<file path="src/rtl/pc_pkg.sv">
// Shared types for the fetch-stage PC unit: FSM states, PC step size and
// the redirect-select encoding produced by the target selector.
// Ports: none (package only).
package pc_pkg;

    typedef enum logic [1:0] {
        HOLD  = 2'd0,
        RUN   = 2'd1,
        FLUSH = 2'd2
    } state_e;

    localparam int unsigned PC_STEP = 4;

    typedef enum logic [1:0] {
        SEL_SEQ = 2'd0,
        SEL_BR  = 2'd1,
        SEL_J   = 2'd2,
        SEL_JR  = 2'd3
    } sel_e;

endpackage

</file>
<file path="src/rtl/pc_next_unit_if.sv">
// Bundle between the ID stage (master: redirect requests, stall) and the
// PC unit (slave: fetch address, flush/valid/misalign status).
// Ports: stall/branch/jump/jr requests in, pc/pc_plus4/flush/valid/misalign out.
interface pc_next_unit_if #(
    parameter int WIDTH = 32
);
    logic             stall_i;
    logic             branch_taken_i;
    logic [WIDTH-1:0] branch_off_i;
    logic             jump_i;
    logic [25:0]      jump_idx_i;
    logic             jr_i;
    logic [WIDTH-1:0] jr_addr_i;
    logic [WIDTH-1:0] pc_o;
    logic [WIDTH-1:0] pc_plus4_o;
    logic             flush_o;
    logic             valid_o;
    logic             misalign_o;

    modport master (
        output stall_i, branch_taken_i, branch_off_i, jump_i, jump_idx_i,
               jr_i, jr_addr_i,
        input  pc_o, pc_plus4_o, flush_o, valid_o, misalign_o
    );

    modport slave (
        input  stall_i, branch_taken_i, branch_off_i, jump_i, jump_idx_i,
               jr_i, jr_addr_i,
        output pc_o, pc_plus4_o, flush_o, valid_o, misalign_o
    );
endinterface

</file>
<file path="src/rtl/pc_target_sel.sv">
// Purpose: priority select (jr > jump > branch > sequential) and target math.
// Latency: purely combinational, zero cycles.
// Backpressure: none; stall/state gating is applied by the caller.
// Ports: hist_i/seq_pc_i context, redirect requests in; sel_o, target_o,
//        jr_misalign_o out.
module pc_target_sel
    import pc_pkg::*;
#(
    parameter int WIDTH = 32
) (
    input  logic [WIDTH-1:0] hist_i,
    input  logic [WIDTH-1:0] seq_pc_i,
    input  logic             branch_taken_i,
    input  logic [WIDTH-1:0] branch_off_i,
    input  logic             jump_i,
    input  logic [25:0]      jump_idx_i,
    input  logic             jr_i,
    input  logic [WIDTH-1:0] jr_addr_i,
    output sel_e             sel_o,
    output logic [WIDTH-1:0] target_o,
    output logic             jr_misalign_o
);

    always_comb begin
        sel_o    = SEL_SEQ;
        target_o = seq_pc_i;
        if (jr_i) begin
            sel_o    = SEL_JR;
            // Low bits are dropped, not trapped; misalign is only reported.
            target_o = {jr_addr_i[WIDTH-1:2], 2'b00};
        end else if (jump_i) begin
            sel_o    = SEL_J;
            // Region bits come from the jump's own pc+4, not the fetch pc.
            target_o = {hist_i[WIDTH-1:28], jump_idx_i, 2'b00};
        end else if (branch_taken_i) begin
            sel_o    = SEL_BR;
            target_o = hist_i + branch_off_i;
        end
    end

    assign jr_misalign_o = jr_i && (jr_addr_i[1:0] != 2'b00);

endmodule

</file>
<file path="src/rtl/pc_next_unit.sv">
// Purpose: fetch PC register, next-PC FSM (HOLD/RUN/FLUSH), one-cycle flush.
// Latency: redirect seen in cycle N -> new pc_o and flush_o in cycle N+1.
// Backpressure: stall_i holds pc/history and masks redirects for that cycle.
// Ports: clk, rst_n (sync, active low); bus = pc_next_unit_if slave modport.
module pc_next_unit
    import pc_pkg::*;
#(
    parameter int               WIDTH    = 32,
    parameter logic [WIDTH-1:0] RESET_PC = '0
) (
    input  logic         clk,
    input  logic         rst_n,
    pc_next_unit_if.slave bus
);

    state_e           state_q;
    logic [WIDTH-1:0] pc_q;
    logic [WIDTH-1:0] hist_q;      // pc+4 of the instruction currently in ID
    logic             flush_q;
    logic             valid_q;
    logic             misalign_q;

    logic [WIDTH-1:0] pc_plus4;
    sel_e             sel;
    logic [WIDTH-1:0] target;
    logic             jr_misalign;

    assign pc_plus4 = pc_q + WIDTH'(PC_STEP);

    pc_target_sel #(.WIDTH(WIDTH)) u_target_sel (
        .hist_i         (hist_q),
        .seq_pc_i       (pc_plus4),
        .branch_taken_i (bus.branch_taken_i),
        .branch_off_i   (bus.branch_off_i),
        .jump_i         (bus.jump_i),
        .jump_idx_i     (bus.jump_idx_i),
        .jr_i           (bus.jr_i),
        .jr_addr_i      (bus.jr_addr_i),
        .sel_o          (sel),
        .target_o       (target),
        .jr_misalign_o  (jr_misalign)
    );

    always_ff @(posedge clk) begin
        if (!rst_n) begin
            state_q    <= HOLD;
            pc_q       <= RESET_PC;
            hist_q     <= RESET_PC;
            flush_q    <= 1'b0;
            valid_q    <= 1'b0;
            misalign_q <= 1'b0;
        end else begin
            // Pulses default low; set only on the edge that redirects.
            flush_q    <= 1'b0;
            misalign_q <= 1'b0;
            case (state_q)
                HOLD: begin
                    state_q <= RUN;
                    valid_q <= 1'b1;
                end
                RUN: begin
                    if (!bus.stall_i) begin
                        pc_q   <= target;
                        hist_q <= target;
                        if (sel != SEL_SEQ) begin
                            state_q    <= FLUSH;
                            flush_q    <= 1'b1;
                            misalign_q <= jr_misalign;
                        end
                    end
                end
                FLUSH: begin
                    // Redirect requests here belong to the squashed slot.
                    if (!bus.stall_i) begin
                        pc_q   <= pc_plus4;
                        hist_q <= pc_plus4;
                    end
                    state_q <= RUN;
                end
                default: begin
                    state_q <= HOLD;
                    valid_q <= 1'b0;
                end
            endcase
        end
    end

    assign bus.pc_o       = pc_q;
    assign bus.pc_plus4_o = pc_plus4;
    assign bus.flush_o    = flush_q;
    assign bus.valid_o    = valid_q;
    assign bus.misalign_o = misalign_q;

endmodule

</file>
<file path="src/flat_wrapper.sv">
// flat-port wrapper written by rule: the top's interface ports become plain ports
module pc_next_unit_flat import pc_pkg::*;
#(
    parameter int               WIDTH    = 32,
    parameter logic [WIDTH-1:0] RESET_PC = '0
)
  (clk, rst_n, bus_stall_i, bus_branch_taken_i, bus_branch_off_i, bus_jump_i, bus_jump_idx_i, bus_jr_i, bus_jr_addr_i, bus_pc_o, bus_pc_plus4_o, bus_flush_o, bus_valid_o, bus_misalign_o);
  pc_next_unit_if #(.WIDTH(WIDTH)) bus_i ();
  input  logic clk;
  input  logic rst_n;
  input wire logic [$bits(bus_i.stall_i)-1:0] bus_stall_i;
  input wire logic [$bits(bus_i.branch_taken_i)-1:0] bus_branch_taken_i;
  input wire logic [$bits(bus_i.branch_off_i)-1:0] bus_branch_off_i;
  input wire logic [$bits(bus_i.jump_i)-1:0] bus_jump_i;
  input wire logic [$bits(bus_i.jump_idx_i)-1:0] bus_jump_idx_i;
  input wire logic [$bits(bus_i.jr_i)-1:0] bus_jr_i;
  input wire logic [$bits(bus_i.jr_addr_i)-1:0] bus_jr_addr_i;
  output wire logic [$bits(bus_i.pc_o)-1:0] bus_pc_o;
  output wire logic [$bits(bus_i.pc_plus4_o)-1:0] bus_pc_plus4_o;
  output wire logic [$bits(bus_i.flush_o)-1:0] bus_flush_o;
  output wire logic [$bits(bus_i.valid_o)-1:0] bus_valid_o;
  output wire logic [$bits(bus_i.misalign_o)-1:0] bus_misalign_o;
  assign bus_i.stall_i = bus_stall_i;
  assign bus_i.branch_taken_i = bus_branch_taken_i;
  assign bus_i.branch_off_i = bus_branch_off_i;
  assign bus_i.jump_i = bus_jump_i;
  assign bus_i.jump_idx_i = bus_jump_idx_i;
  assign bus_i.jr_i = bus_jr_i;
  assign bus_i.jr_addr_i = bus_jr_addr_i;
  assign bus_pc_o = bus_i.pc_o;
  assign bus_pc_plus4_o = bus_i.pc_plus4_o;
  assign bus_flush_o = bus_i.flush_o;
  assign bus_valid_o = bus_i.valid_o;
  assign bus_misalign_o = bus_i.misalign_o;
  pc_next_unit #(.WIDTH(WIDTH), .RESET_PC(RESET_PC)) u_core (.clk(clk), .rst_n(rst_n), .bus(bus_i));
endmodule
</file>
<file path="config.mk">
export PLATFORM = sky130hd
export DESIGN_NAME = pc_next_unit_flat
export DESIGN_NICKNAME = d
export VERILOG_FILES = /design/src/rtl/pc_pkg.sv /design/src/rtl/pc_next_unit_if.sv /design/src/rtl/pc_target_sel.sv /design/src/rtl/pc_next_unit.sv /design/src/flat_wrapper.sv
export SDC_FILE = /design/constraint.sdc
export NUM_CORES = 1
export LEC_CHECK = 0
export BUFFER_PORTS_ARGS = -buffer_cell sky130_fd_sc_hd__buf_4
export CAP_MARGIN = 20
export CORE_MARGIN = 4
export CORE_UTILIZATION = 45
export DETAILED_ROUTE_END_ITERATION = 6
export HOLD_SLACK_MARGIN = 0.15
export PLACE_DENSITY = 0.8
export SYNTH_ARGS = -nofsm -noshare
export SYNTH_HDL_FRONTEND = slang
export SYNTH_SLANG_ARGS = --single-unit
</file>
<file path="constraint.sdc">
create_clock -name clk -period 7.5 [get_ports clk]
set_input_delay 0.375 -clock clk [delete_from_list [all_inputs] [get_ports clk]]
set_output_delay 0.375 -clock clk [all_outputs]
set_load 0.05 [all_outputs]
</file>
==> run summary, run 1 <==
The flow ran to the end, but the final reports show violations. The checks that failed: design-rule violations. The share of async-settable or async-resettable flops after synthesis works out to 0. The tools report the post-place setup slack as 4600 ps.

The CTS clock-pin slew for the worst setup and hold paths came out at 90 ps. The first routing iteration left 397 violations. Dividing total power by cell area gives a power density of 168 nW/um2. STA puts the critical path data arrival time at 2600 ps. In this run, post-CTS hold repair placed 0 buffers. The switching share of power came out at 0.488. The area share of the largest cell type after synthesis came out at 0.165.

Of all cell types, the one taking the most synthesized area is sky130_fd_sc_hd__dfxtp_1. The launching instance or port of the critical path was u_core.hist_q[2]. Register cell area after layout: 741 um2. The total power came out at 0.977 mW. The total routing resource utilization after global routing is 0.282, and the height of the die is 108 um. The worst hold path begins at bus_jr_addr_i[0].

The placed wire-length estimate after detailed placement was 13.1 mm; the detail-routed via count per cell was 6.18. The synthesized cell area was 4490 um2; the sequential power share was 0.261. The floorplan step defined a die boundary enclosing 11600 um2. The number of antenna diodes in the final layout is 0.

For the detailed-router iteration count before antenna repair, the log shows 7. The initial standard-cell utilization of the core was 0.461; the flip-flop and latch count after synthesis was 37. In this run the worst hold path is classified as in -> reg. The run gives 0 as the reported max-cap violation count. Dividing the detail-routed wire length by the instance count gives 19.5 um. The startpoint identified for the worst register-to-register timing path is u_core.hist_q[0]. Summing all multi-input logic gate instances after layout gives 3490 um2. In the final timing run, aggregate negative setup slack is 0 ps.

Routability-driven placement finished with a final weighted congestion of 0.989. The growth of design area from synthesis to finish was 29.8%; the core footprint was 9730 um2. The commonest cells after synthesis are sky130_fd_sc_hd__o21ai_0 (62), sky130_fd_sc_hd__a21oi_1 (51), sky130_fd_sc_hd__nand2_1 (51).

The final worst-path setup slack was 4520 ps; the TritonCTS sink count was 37. The unique cell type count in the Yosys netlist is 70, and the via count of the first global-routing pass is 5400. For this run, the post-layout net count is 875.

The via count was 5419. The final setup violation count was 0. For this block, the routed nets add up to 17.1 mm of wire. Setup repair after global routing left no endpoint under its margin.

Summing all non-filler instances in the final layout gives an area of 5820 um2. The I/O pin count came out at 163. The final antenna-violating net count is 0, and the cell area after placement is 5720 um2.

The cell-internal power was 0.500 mW; the quantity of I/O buffers inserted on ports was 162. The switching power came out at 0.477 mW. The mean instance size in the synthesized netlist was 7.43 um2. The critical path start-end classification was reg -> out. The net count after synthesis came out at 736. The fraction of layout instances using a drive strength above 1 is 0.273.

Startpoint type of the worst setup path: a flip-flop. The sequential-to-total area share from yosys stat is 0.165. The end-of-flow core utilization came out at 0.599.

The final worst-path cycle share works out to 0.397. For the headroom to the max-slew limit, the log shows 0.226. The final count of hold timing violations was 0. Post-CTS repair changed the size of 0 cells.

The largest net degree at the start of global routing is 39, and the leakage dissipation is 2.75 nW. Final-layout fill cell count: 929. The predominant post-synthesis flop cell was sky130_fd_sc_hd__dfxtp_1. The total global routing overflow is 0, and the fraction of power consumed by combinational cells is 0.567.

Measured along the x axis, the die boundary spans 108 um. TritonCTS built the clock tree. Of all nets on the critical path, the largest fanout is 8. The number of flops mapped to enable cells by yosys is 0. Clock tree synthesis selected as its root buffer the cell sky130_fd_sc_hd__clkbuf_8. The worst hold path was traced through 2 stages.

In this run the core area contains 36 standard-cell rows. The gate count of the mapped netlist was 604. The clock latency on the worst-skew pair came out at 300 ps. The clock share of power is 0.172. The most common cell in the netlist is sky130_fd_sc_hd__o21ai_0. STA classifies the critical path endpoint as a primary output.

In the post-synthesis netlist, the biggest area contributors are sky130_fd_sc_hd__dfxtp_1 (17%), sky130_fd_sc_hd__ha_1 (9.8%), sky130_fd_sc_hd__o21ai_0 (6.9%). The first global-routing pass estimated 26.4 mm of wire. The number of slew-limit violations in the final report is 0, and the actual transition at the worst max-transition pin is 1160 ps.

Across the VDD grid, the largest voltage drop is 0.0000777 V. The number of buffers inserted during clock tree synthesis is 5, and the number of cells on the worst reg-to-reg path is 11. In this run the register-to-register setup slack is 4560 ps. The fmax was 0.336 GHz; the minimum clock period was 2980 ps. The maximum clock insertion buffer count is 2. CTS built an H-tree with a depth of 2. The maximum clock skew at final layout is 9.04 ps, and the DRC violations left is 1.

The post-CTS setup buffer count came out at 0. The number of antenna violations at the first check in global routing came out at 0. STA puts the critical path data required time at 7120 ps.

During synthesis, Yosys emitted a total of 0 warnings.
placed cells by master (no fill, tap or decap), types with 20 or more instances in the layout:
master / instances
sky130_fd_sc_hd__inv_1: 20
sky130_fd_sc_hd__buf_4: 166
sky130_fd_sc_hd__o21ai_0: 62
sky130_fd_sc_hd__nand2_1: 51
sky130_fd_sc_hd__dfxtp_1: 37
sky130_fd_sc_hd__a22oi_1: 21
sky130_fd_sc_hd__a21oi_1: 51
sky130_fd_sc_hd__nor2_1: 46
sky130_fd_sc_hd__xnor2_1: 34
sky130_fd_sc_hd__ha_1: 35
per-layer routing:
layer | GRT usage | up-vias | share of wire | wire, um
li1 | - | 2556 | - | -
met5 | 0 | - | 0 | 0
met3 | 0.0438 | 54 | 0.077 | 1320
met2 | 0.487 | 288 | 0.49 | 8360
met4 | 0.146 | 0 | 0.045 | 762
met1 | 0.334 | 2521 | 0.39 | 6650
worst max-delay path: stages (launching register included):
cell	delay (ps)
sky130_fd_sc_hd__dfxtp_1	530
sky130_fd_sc_hd__ha_1	430
sky130_fd_sc_hd__nand4_4	240
sky130_fd_sc_hd__nor2_1	340
sky130_fd_sc_hd__nand3_1	200
sky130_fd_sc_hd__xnor2_1	290
sky130_fd_sc_hd__buf_4	260
cell families (layout without fill, tap and decap cells):
logic type,after synthesis,in the layout,share of synthesized area
AO/OA/AOI/OAI,226,226,0.326
AND/OR/NAND/NOR,196,196,0.240
buffers and inverters,54,194,0.0572
XOR/XNOR,52,52,0.103
flip-flops,37,37,0.165
adder cells (fa/ha/maj),36,36,0.102
multiplexers,3,3,0.00669
sequential cells by signal (all words and copies together) (netlist names):
| name | cells |
|---|---|
| u_core.state_q | 2 |
| u_core.hist_q | 32 |
| u_core.bus.valid_o | 1 |
| u_core.bus.misalign_o | 1 |
| u_core.bus.flush_o | 1 |
stage by stage:
step           hold WS, ps  instances
6_report               299        877
3_5_place_dp           518        869
3_3_place_gp           492        869
5_1_grt                314        877
4_1_cts                302        877
2_1_floorplan          495        604
power groups by stage:
stage | Combinational, mW | Sequential, mW | Clock, mW
6_report | 0.554 | 0.255 | 0.168
5_1_grt | 0.591 | 0.259 | 0.178
4_1_cts | 0.548 | 0.253 | 0.170
3_5_place_dp | 0.546 | 0.258 | 0
3_3_place_gp | 0.538 | 0.257 | 0
2_1_floorplan | 0.317 | 0.314 | 0
path summary, 6_finish.rpt:
path	to
max	bus_pc_plus4_o[20]
min	u_core.bus.misalign_o
max reg2reg	u_core.hist_q[22]
min reg2reg	u_core.bus.valid_o
final cells by class:
cell class	instances	share of cell area
clock buffer	7	0.0165
clock inverter	1	0.000859
inverter	20	0.0129
multi-input combinational	513	0.600
sequential	37	0.127
tap	133	0.0286
timing repair buffer	166	0.214
Power figures use the tool's default switching activity.
==> run 2: changes to the inputs <==
- ABC_AREA: default -> 1
- PLACE_DENSITY: 0.8 -> 0.77
- clock period: 7.5 -> 2.92 ns (I/O delays scaled with it)
==> run 2 against run 1 <==
  * The run now ends clean
  * Die area increased by 21%
  * Core utilization fell by 1.2 points
  * Sequential power increased to 2.7 times the previous value
  * Power grew to 2.9 times the previous value
  * Area after synthesis rose by 23%
  * Critical path type is now reg -> reg
==> run summary, run 2 <==
Based on the critical path, the design can be clocked at up to 0.414 GHz. In this run, distinct cell masters in the synthesized netlist total 45. Across all setup checks in the final design, the least slack found is 504 ps. The flow ran to the end, and the final reports show no timing, DRC or antenna violations. The run gives 12000 um2 as the core footprint.

Max-cap violations in this run came to 0. The final-layout fill cell count was 1271. The CTS clock-pin slew for the worst setup and hold paths was 60 ps. In this run the worst path has a maximum fanout of 4. The maximum clock insertion buffer count is 2, and the switching share of power is 0.498. The quantity of I/O buffers inserted on ports is 162. The total number of yosys warnings is 0, and the detail-routed via count per cell is 5.30. In this run the power density over the cells is 402 nW/um2.

Sequential power share: 0.239. The worst-case IR drop observed on VDD is 0.000322 V. The share of async-settable or async-resettable flops after synthesis works out to 0. The die covers 14100 um2. The total overflow left after global routing is 0. The tree is rooted in a sky130_fd_sc_hd__clkbuf_16.

Wire length after detailed routing: 20.9 mm. Clock tree synthesis inserted a total of 5 buffers. The number of slew-limit violations in the final report was 0.

The startpoint type of the worst setup path was a flip-flop. Detailed placement ended at an HPWL of 17.4 mm. The final count of hold timing violations came out at 0.

The final worst-path cycle share is 0.827, and the required time of the critical path is 3090 ps. The floorplan step set the die height to 119 um. Clock latency on the worst-skew pair: 290 ps. The global-route wire length before repair was 32.6 mm. For this run, the leading register cell type out of synthesis is sky130_fd_sc_hd__dfxtp_1.

The aggregate negative setup slack is 0 ps. TritonCTS built the clock tree. For the net count after synthesis, the log shows 1137. The tightest min-delay check is of the in -> reg type. The area share of the largest cell type after synthesis was 0.244; the placer congestion estimate was 1.01.

In the final layout, the multi-input gates occupy 3960 um2. Yosys mapped a number of flops with a built-in enable equal to 0. Final hold analysis gives a worst-case slack of 204 ps. The largest net degree at the start of global routing is 35. Once detail routing completed, the nets flagged for antenna violations numbered 0. For the pin with the worst max-slew slack, the measured transition is 581 ps.

STA puts the critical path data arrival time at 2590 ps. Setup repair after global routing left no endpoint under its margin. The total routing resource utilization after global routing is 0.288. The run gives 0.184 as the clock share of power. The mean instance size in the synthesized netlist was 5.49 um2. Register ranked first by flip-flop count: u_core.hist_q. The average wire per cell in the routed design works out to 15.9 um. Number of antenna violations at the first check in global routing: 0. Cell internal power was estimated by the tool at 1.42 mW.

The sequential-to-total area share from yosys stat was 0.134; the via count of the first global-routing pass was 6536. The via count is 6954, and the number of gates resized after CTS is 0. The biggest area contributor in the post-synthesis netlist is sky130_fd_sc_hd__nand2_1. The cell count after synthesis came out at 1005. The largest registers in the layout are u_core.hist_q x32, u_core.state_q x2.

The flip-flop count of the largest register after layout works out to 32. The fraction of layout instances using a drive strength above 1 works out to 0.190. The worst setup path is of the reg -> reg kind. The register cell area after layout was 741 um2.

The antenna cell count is 0, and the net count of the finished layout is 1297. The logs give 4.06 nW for the leakage dissipation and 0.610 for the headroom to the max-slew limit. The logs give 37 for the TritonCTS sink count and 571 ps for the post-place setup slack. The maximum clock skew at final layout is 3.18 ps. After layout, the minimum clock period comes to 2420 ps. In this run, synthesis produced a sequential element count of 37. The most common cell in the netlist was sky130_fd_sc_hd__nand2_1.

Counting instances in the post-synthesis netlist gives the leading cell types as sky130_fd_sc_hd__nand2_1 (358), sky130_fd_sc_hd__inv_1 (180), sky130_fd_sc_hd__nor2_1 (71). After synthesis, the cell types taking the most area are sky130_fd_sc_hd__nand2_1 (24%), sky130_fd_sc_hd__dfxtp_1 (13%), sky130_fd_sc_hd__inv_1 (12%). The clock tree synthesis step divided the H-tree into 2 levels.

Before antenna repair, the detailed router went through 5 iterations. The logs give 40 for the number of cell rows and 615 for the initial detailed-routing violation count. The tools report the DRC violations left as 0. Final setup violation count: 0. The most common library cell in the layout ignoring fill and taps is sky130_fd_sc_hd__nand2_1.

The growth of design area from synthesis to finish works out to 27.8%. The analysis attributes to net switching a power of 1.41 mW. The logs give 5520 um2 for the synthesized cell area and 163 for the I/O pin count. For the end-of-flow core utilization, the log shows 0.587. In the layout the commonest cells are sky130_fd_sc_hd__nand2_1 (358), sky130_fd_sc_hd__inv_1 (180), sky130_fd_sc_hd__buf_4 (174), sky130_fd_sc_hd__nor2_1 (71), sky130_fd_sc_hd__a21oi_1 (68). The initial standard-cell utilization of the core was 0.459; the width of the die was 119 um. The worst setup path is captured at a flip-flop.

For the fraction of power consumed by combinational cells, the log shows 0.577.
-- run 2: cell count changes in the layout (fill, tap and decap cells not counted), moves of 11 or more --
cell                       before  now
sky130_fd_sc_hd__nand2_1       51  358
sky130_fd_sc_hd__inv_1         20  180
sky130_fd_sc_hd__nand3_1       19   64
sky130_fd_sc_hd__xnor2_1       34    6
sky130_fd_sc_hd__nor2_1        46   71
sky130_fd_sc_hd__a22oi_1       21    0
sky130_fd_sc_hd__o21ai_0       62   41
sky130_fd_sc_hd__a21oi_1       51   68
sky130_fd_sc_hd__a21o_1        18    3
sky130_fd_sc_hd__a22o_1         1   15
sky130_fd_sc_hd__a221oi_1      12    1
-- run 2: worst paths after layout --
path                                         start                  to  slack, ps  cells after the start
worst max register to register    u_core.hist_q[0]   u_core.hist_q[16]        500                     15
worst min-delay path                   bus_stall_i    u_core.hist_q[0]        200                      4
worst max-delay path              u_core.hist_q[0]   u_core.hist_q[16]        500                     15
worst min register to register  u_core.bus.valid_o  u_core.bus.valid_o        490                      2
-- run 2: final cells by class --
class,instances,share of cell area
clock buffers,8,0.0194
inverters,186,0.0991
multi-input cells,759,0.562
flip-flops and latches,37,0.105
well taps,147,0.0261
repair buffers,176,0.188
-- run 2: power by group through the flow --
stage          sequential [mW]  combinational (mW)  clock (mW)
2_1_floorplan            0.828               0.933           0
3_3_place_gp             0.683                1.60           0
3_5_place_dp             0.686                1.61           0
4_1_cts                  0.676                1.62       0.526
5_1_grt                  0.686                1.78       0.544
6_report                 0.678                1.64       0.523
-- run 2: repair_timing --
item,4_1_cts,5_1_grt
hold endpoints to repair,1,0
hold buffers,2,0
buffers inserted,0,0
-- run 2: logic make-up (layout without fill, tap and decap cells) --
family / after synthesis / count (layout) / synth area share
xor gates and xnor gates: 29 / 29 / 0.0515
and+or+nand+nor: 540 / 540 / 0.420
buffers and inverters: 209 / 370 / 0.147
AOI/OAI and AO/OA: 154 / 154 / 0.164
DFF: 37 / 37 / 0.134
adders and majority gates: 36 / 36 / 0.0830
-- run 2: per-layer routing --
metal / up-vias / track usage / part of all wire
met1: 3061 / 0.372 / 0.43
met4: 0 / 0.135 / 0.045
li1: 3486 / - / -
met5: - / 0 / 0
met3: 59 / 0.0445 / 0.081
met2: 348 / 0.469 / 0.45
-- run 2: metrics by stage --
stage	instances	instance area, um2	power (mW)
2_1_floorplan	1005	5520	1.76
3_3_place_gp	1303	6890	2.29
3_5_place_dp	1303	6890	2.30
4_1_cts	1313	7050	2.82
5_1_grt	1313	7050	3.01
6_report	1313	7050	2.84
-- run 2: critical path, stage by stage, from the launching register on --
cell,delay [ps]
sky130_fd_sc_hd__dfxtp_1,390
sky130_fd_sc_hd__ha_1,240
sky130_fd_sc_hd__inv_1,70
sky130_fd_sc_hd__fa_1,390
sky130_fd_sc_hd__inv_1,120
sky130_fd_sc_hd__nand3_1,70
sky130_fd_sc_hd__nand3_1,170
sky130_fd_sc_hd__nand2_1,70
sky130_fd_sc_hd__nand2_1,130
sky130_fd_sc_hd__nand2_1,110
sky130_fd_sc_hd__nand2_1,80
sky130_fd_sc_hd__nand2_1,50
sky130_fd_sc_hd__nand3_1,70
sky130_fd_sc_hd__nand3_1,120
sky130_fd_sc_hd__a21oi_1,180
sky130_fd_sc_hd__nor2_1,50
==> run 3: changes to the inputs <==
- clock period: 2.92 -> 2.53 ns (I/O delays scaled with it)
==> run 3 against run 2 <==
  * Clock-buffer cell count down 2
  * Critical path type unchanged
  * Clock skew up 4.1 ps
  * Sequential share of layout area down 0.32 points
  * Largest cell class unchanged
  * Sequential cell count unchanged
  * Global-route usage up 1.5 points
  * First-iteration DRC count up 15%
  * Cell count up 1.6%
  * Critical endpoint is now u_core.hist_q[12]
  * Non-clock buffer count up 21
==> run summary, run 3 (synthesized netlist as in run 2, its figures left out) <==
Once placement finished, the instance area stood at 7100 um2. The clock period could shrink to 2330 ps. The analysis attributes to cell leakage a power of 4.19 nW. The global-route wire length before repair is 33.9 mm, and the TritonCTS sink count is 37. The first routing iteration left 708 violations. The worst setup path is of the reg -> reg kind.

Summing all non-filler instances in the final layout gives an area of 7270 um2. The tools report the clock latency on the worst-skew pair as 290 ps. For flop-to-flop paths, the worst setup slack is 200 ps. The cell seen most often among critical-path stages was sky130_fd_sc_hd__nand3_1. The die is 119 um tall. The library cells used most frequently in the layout, excluding fill and tap cells, are sky130_fd_sc_hd__nand2_1 (358), sky130_fd_sc_hd__buf_4 (195), sky130_fd_sc_hd__inv_1 (180), sky130_fd_sc_hd__nor2_1 (71), sky130_fd_sc_hd__a21oi_1 (68). For the arrival time at the worst endpoint, the log shows 2520 ps. The path with the worst hold slack has its endpoint at u_core.bus.misalign_o. The floorplan step defined a die boundary enclosing 14100 um2. The largest fanout of any net on the critical path is 4.

Number of slew-limit violations in the final report: 0. The net count of the finished layout was 1318; the final instance count without filler cells was 1334. TritonCTS built the clock tree. For this design the ratio of total power to cell area is 463 nW/um2. CTS placed an instance of sky130_fd_sc_hd__clkbuf_16 at the clock tree root. Setup violations remaining at the end of the flow were counted as 0. The internal portion of the total power is 1.69 mW.

The run gives 12000 um2 as the core footprint. The sequential power share is 0.218. VDD sags by at most 0.000325 V. At the end of routability-driven placement, the weighted congestion stood at 1.03.

The completed layout was analyzed and its total power is 3.37 mW. The worst stage delay on the critical path works out to 400 ps. Counting flops per register, the top entry is u_core.hist_q. At the pin with the least slew margin, the transition time is 398 ps. The number of antenna violations at the first check in global routing came out at 0. The required time of the critical path was 2720 ps; the switching share of power was 0.499. TritonCTS created 5 clock buffers. The tools report the number of cell rows as 40. The detailed-router iteration count before antenna repair came out at 5. In the final routed layout, each cell accounts on average for 16.5 um. The endpoint identified for the worst register-to-register timing path is u_core.hist_q[12]. The wire length after detailed routing was 22.0 mm; the largest net degree at the start of global routing was 35. The cell count after placement is 1324. The startpoint type of the worst setup path was a flip-flop. The fraction of power consumed by combinational cells was 0.595. In this run the most critical hold path is launched from bus_stall_i. The initial standard-cell utilization of the core was 0.459; the maximum clock skew at final layout was 7.31 ps. STA classifies the critical path endpoint as a flip-flop. Number of cells on the worst reg-to-reg path: 13. The run gives 0.303 as the total routing resource utilization after global routing. The growth of design area from synthesis to finish works out to 31.8%. Traced cell by cell, the critical path runs through ha_2 > inv_1 > fa_1 > inv_1 > nand3_1 > nand3_2 > nand3_1 > nand3_1 > a21oi_1 > o21ai_0 > nand3_1 > a21oi_1 > nor2_1. The largest registers in the layout are u_core.hist_q x32, u_core.state_q x2.

In this run the post-CTS setup repair buffer count came out at 0. The DRC violations left was 0. The width of the die was 119 um.

In the final timing run, aggregate negative setup slack is 0 ps. The tools report the antenna cell count as 0. The met1 demand-to-capacity share in global routing came out at 0.388. Derived from the worst setup path, the maximum achievable clock frequency is 0.429 GHz. Headroom to the max-slew limit: 0.735. For the final count of hold timing violations, the log shows 0. For the met2 capacity usage during global routing, the log shows 0.506. The reported max-cap violation count was 0. Summed over all layers, the global routing overflow is 0. Final worst-path cycle share: 0.921. The clock passes through at most 2 buffers.

The library cell used most frequently in the layout, excluding fill and tap cells, is sky130_fd_sc_hd__nand2_1. The fraction of layout instances using a drive strength above 1 was 0.213. The reg-to-reg critical path startpoint is u_core.hist_q[0]. Across all layers, the routed design uses 6948 vias. After detailed routing, the number of vias per cell comes to 5.21.

The tools report the fraction of met3 tracks used by global routing as 0.0569. The run gives 0.188 as the clock share of power. The worst hold path depth was 4; the flip-flop count of the largest register after layout was 32.

Across all hold checks on the routed design, the worst slack comes to 180 ps. The final-layout fill cell count was 1282; the I/O pin count was 163. Summed over all nets, the half-perimeter wirelength after detailed placement is 18.4 mm. The via count of the first global-routing pass was 6513. The peak-usage layer in the global routing report is met2. Worst min-delay path class: in -> reg. The run finished with clean final reports. The quantity of I/O buffers inserted on ports is 162, and the CTS clock-pin slew for the worst setup and hold paths is 60 ps. The tools report the final antenna-violating net count as 0. The logs give 1.68 mW for the switching power and 2 for the depth of the CTS H-tree. Setup repair after global routing left no endpoint under its margin. Among all stages on the critical path, the largest delay is contributed by sky130_fd_sc_hd__dfxtp_1.
-- run 3: cell count changes in the layout (fill, tap and decap cells not counted), sizes merged --
cell,previous run,this run
buf,174,195
clkbuf,8,6
clkinv,2,4
-- run 3: repair_timing --
item / in CTS / in global routing
hold endpoints to repair: 1 / 0
gates resized for setup: 0 / 2
endpoints found under the setup margin: 0 / 2
hold buffers: 2 / 0
-- run 3: worst max-delay path by stage --
stage	startpoint	endpoint	slack, ps	cells after the start
4_1_cts	u_core.hist_q[0]	u_core.hist_q[12]	150	13
5_1_grt	u_core.hist_q[0]	u_core.hist_q[28]	20	14
6_report	u_core.hist_q[0]	u_core.hist_q[12]	200	13
3_5_place_dp	u_core.hist_q[0]	u_core.hist_q[12]	160	13
3_3_place_gp	u_core.hist_q[0]	u_core.hist_q[8]	200	12
2_1_floorplan	u_core.hist_q[5]	u_core.hist_q[11]	90	8
-- run 3: per-stage QoR --
step | util | setup slack, ps
after floorplan | - | 87.5
after global placement | 0.591 | 202
after detailed placement | 0.591 | 162
after CTS | 0.604 | 149
after global routing | 0.605 | 23.7
final | 0.605 | 199
-- run 3: layer usage --
| metal | routed length [um] | up-vias | share of wire |
|---|---|---|---|
| li1 | - | 3517 | - |
| met1 | 9430 | 3042 | 0.43 |
| met2 | 9990 | 332 | 0.45 |
| met3 | 1750 | 57 | 0.079 |
| met4 | 811 | 0 | 0.037 |
| met5 | 0 | - | 0 |
-- run 3: worst max-delay path, delay by kind of cell (launching register included) --
kind,cells,cell delay (ps)
DFF,1,400
AOI/OAI and AO/OA,3,350
and+or+nand+nor,6,650
adders and majority gates,2,640
buffers and inverters,2,180
-- run 3: power by group through the flow --
stage | logic [mW] | registers, mW | clock network [mW]
6_report | 2.00 | 0.733 | 0.632
3_3_place_gp | 1.97 | 0.743 | 0
2_1_floorplan | 1.08 | 0.960 | 0
3_5_place_dp | 1.98 | 0.743 | 0
5_1_grt | 2.17 | 0.739 | 0.660
4_1_cts | 1.99 | 0.731 | 0.630
-- run 3: cell type report --
type | instances | area (um2) | area share
Inverter | 186 | 698 | 0.0961
Multi-Input combinational cell | 759 | 4020 | 0.553
Tap cell | 147 | 184 | 0.0253
Clock inverter | 2 | 10.0 | 0.00138
Sequential cell | 37 | 741 | 0.102
Clock buffer | 6 | 129 | 0.0177
Timing Repair Buffer | 197 | 1480 | 0.204
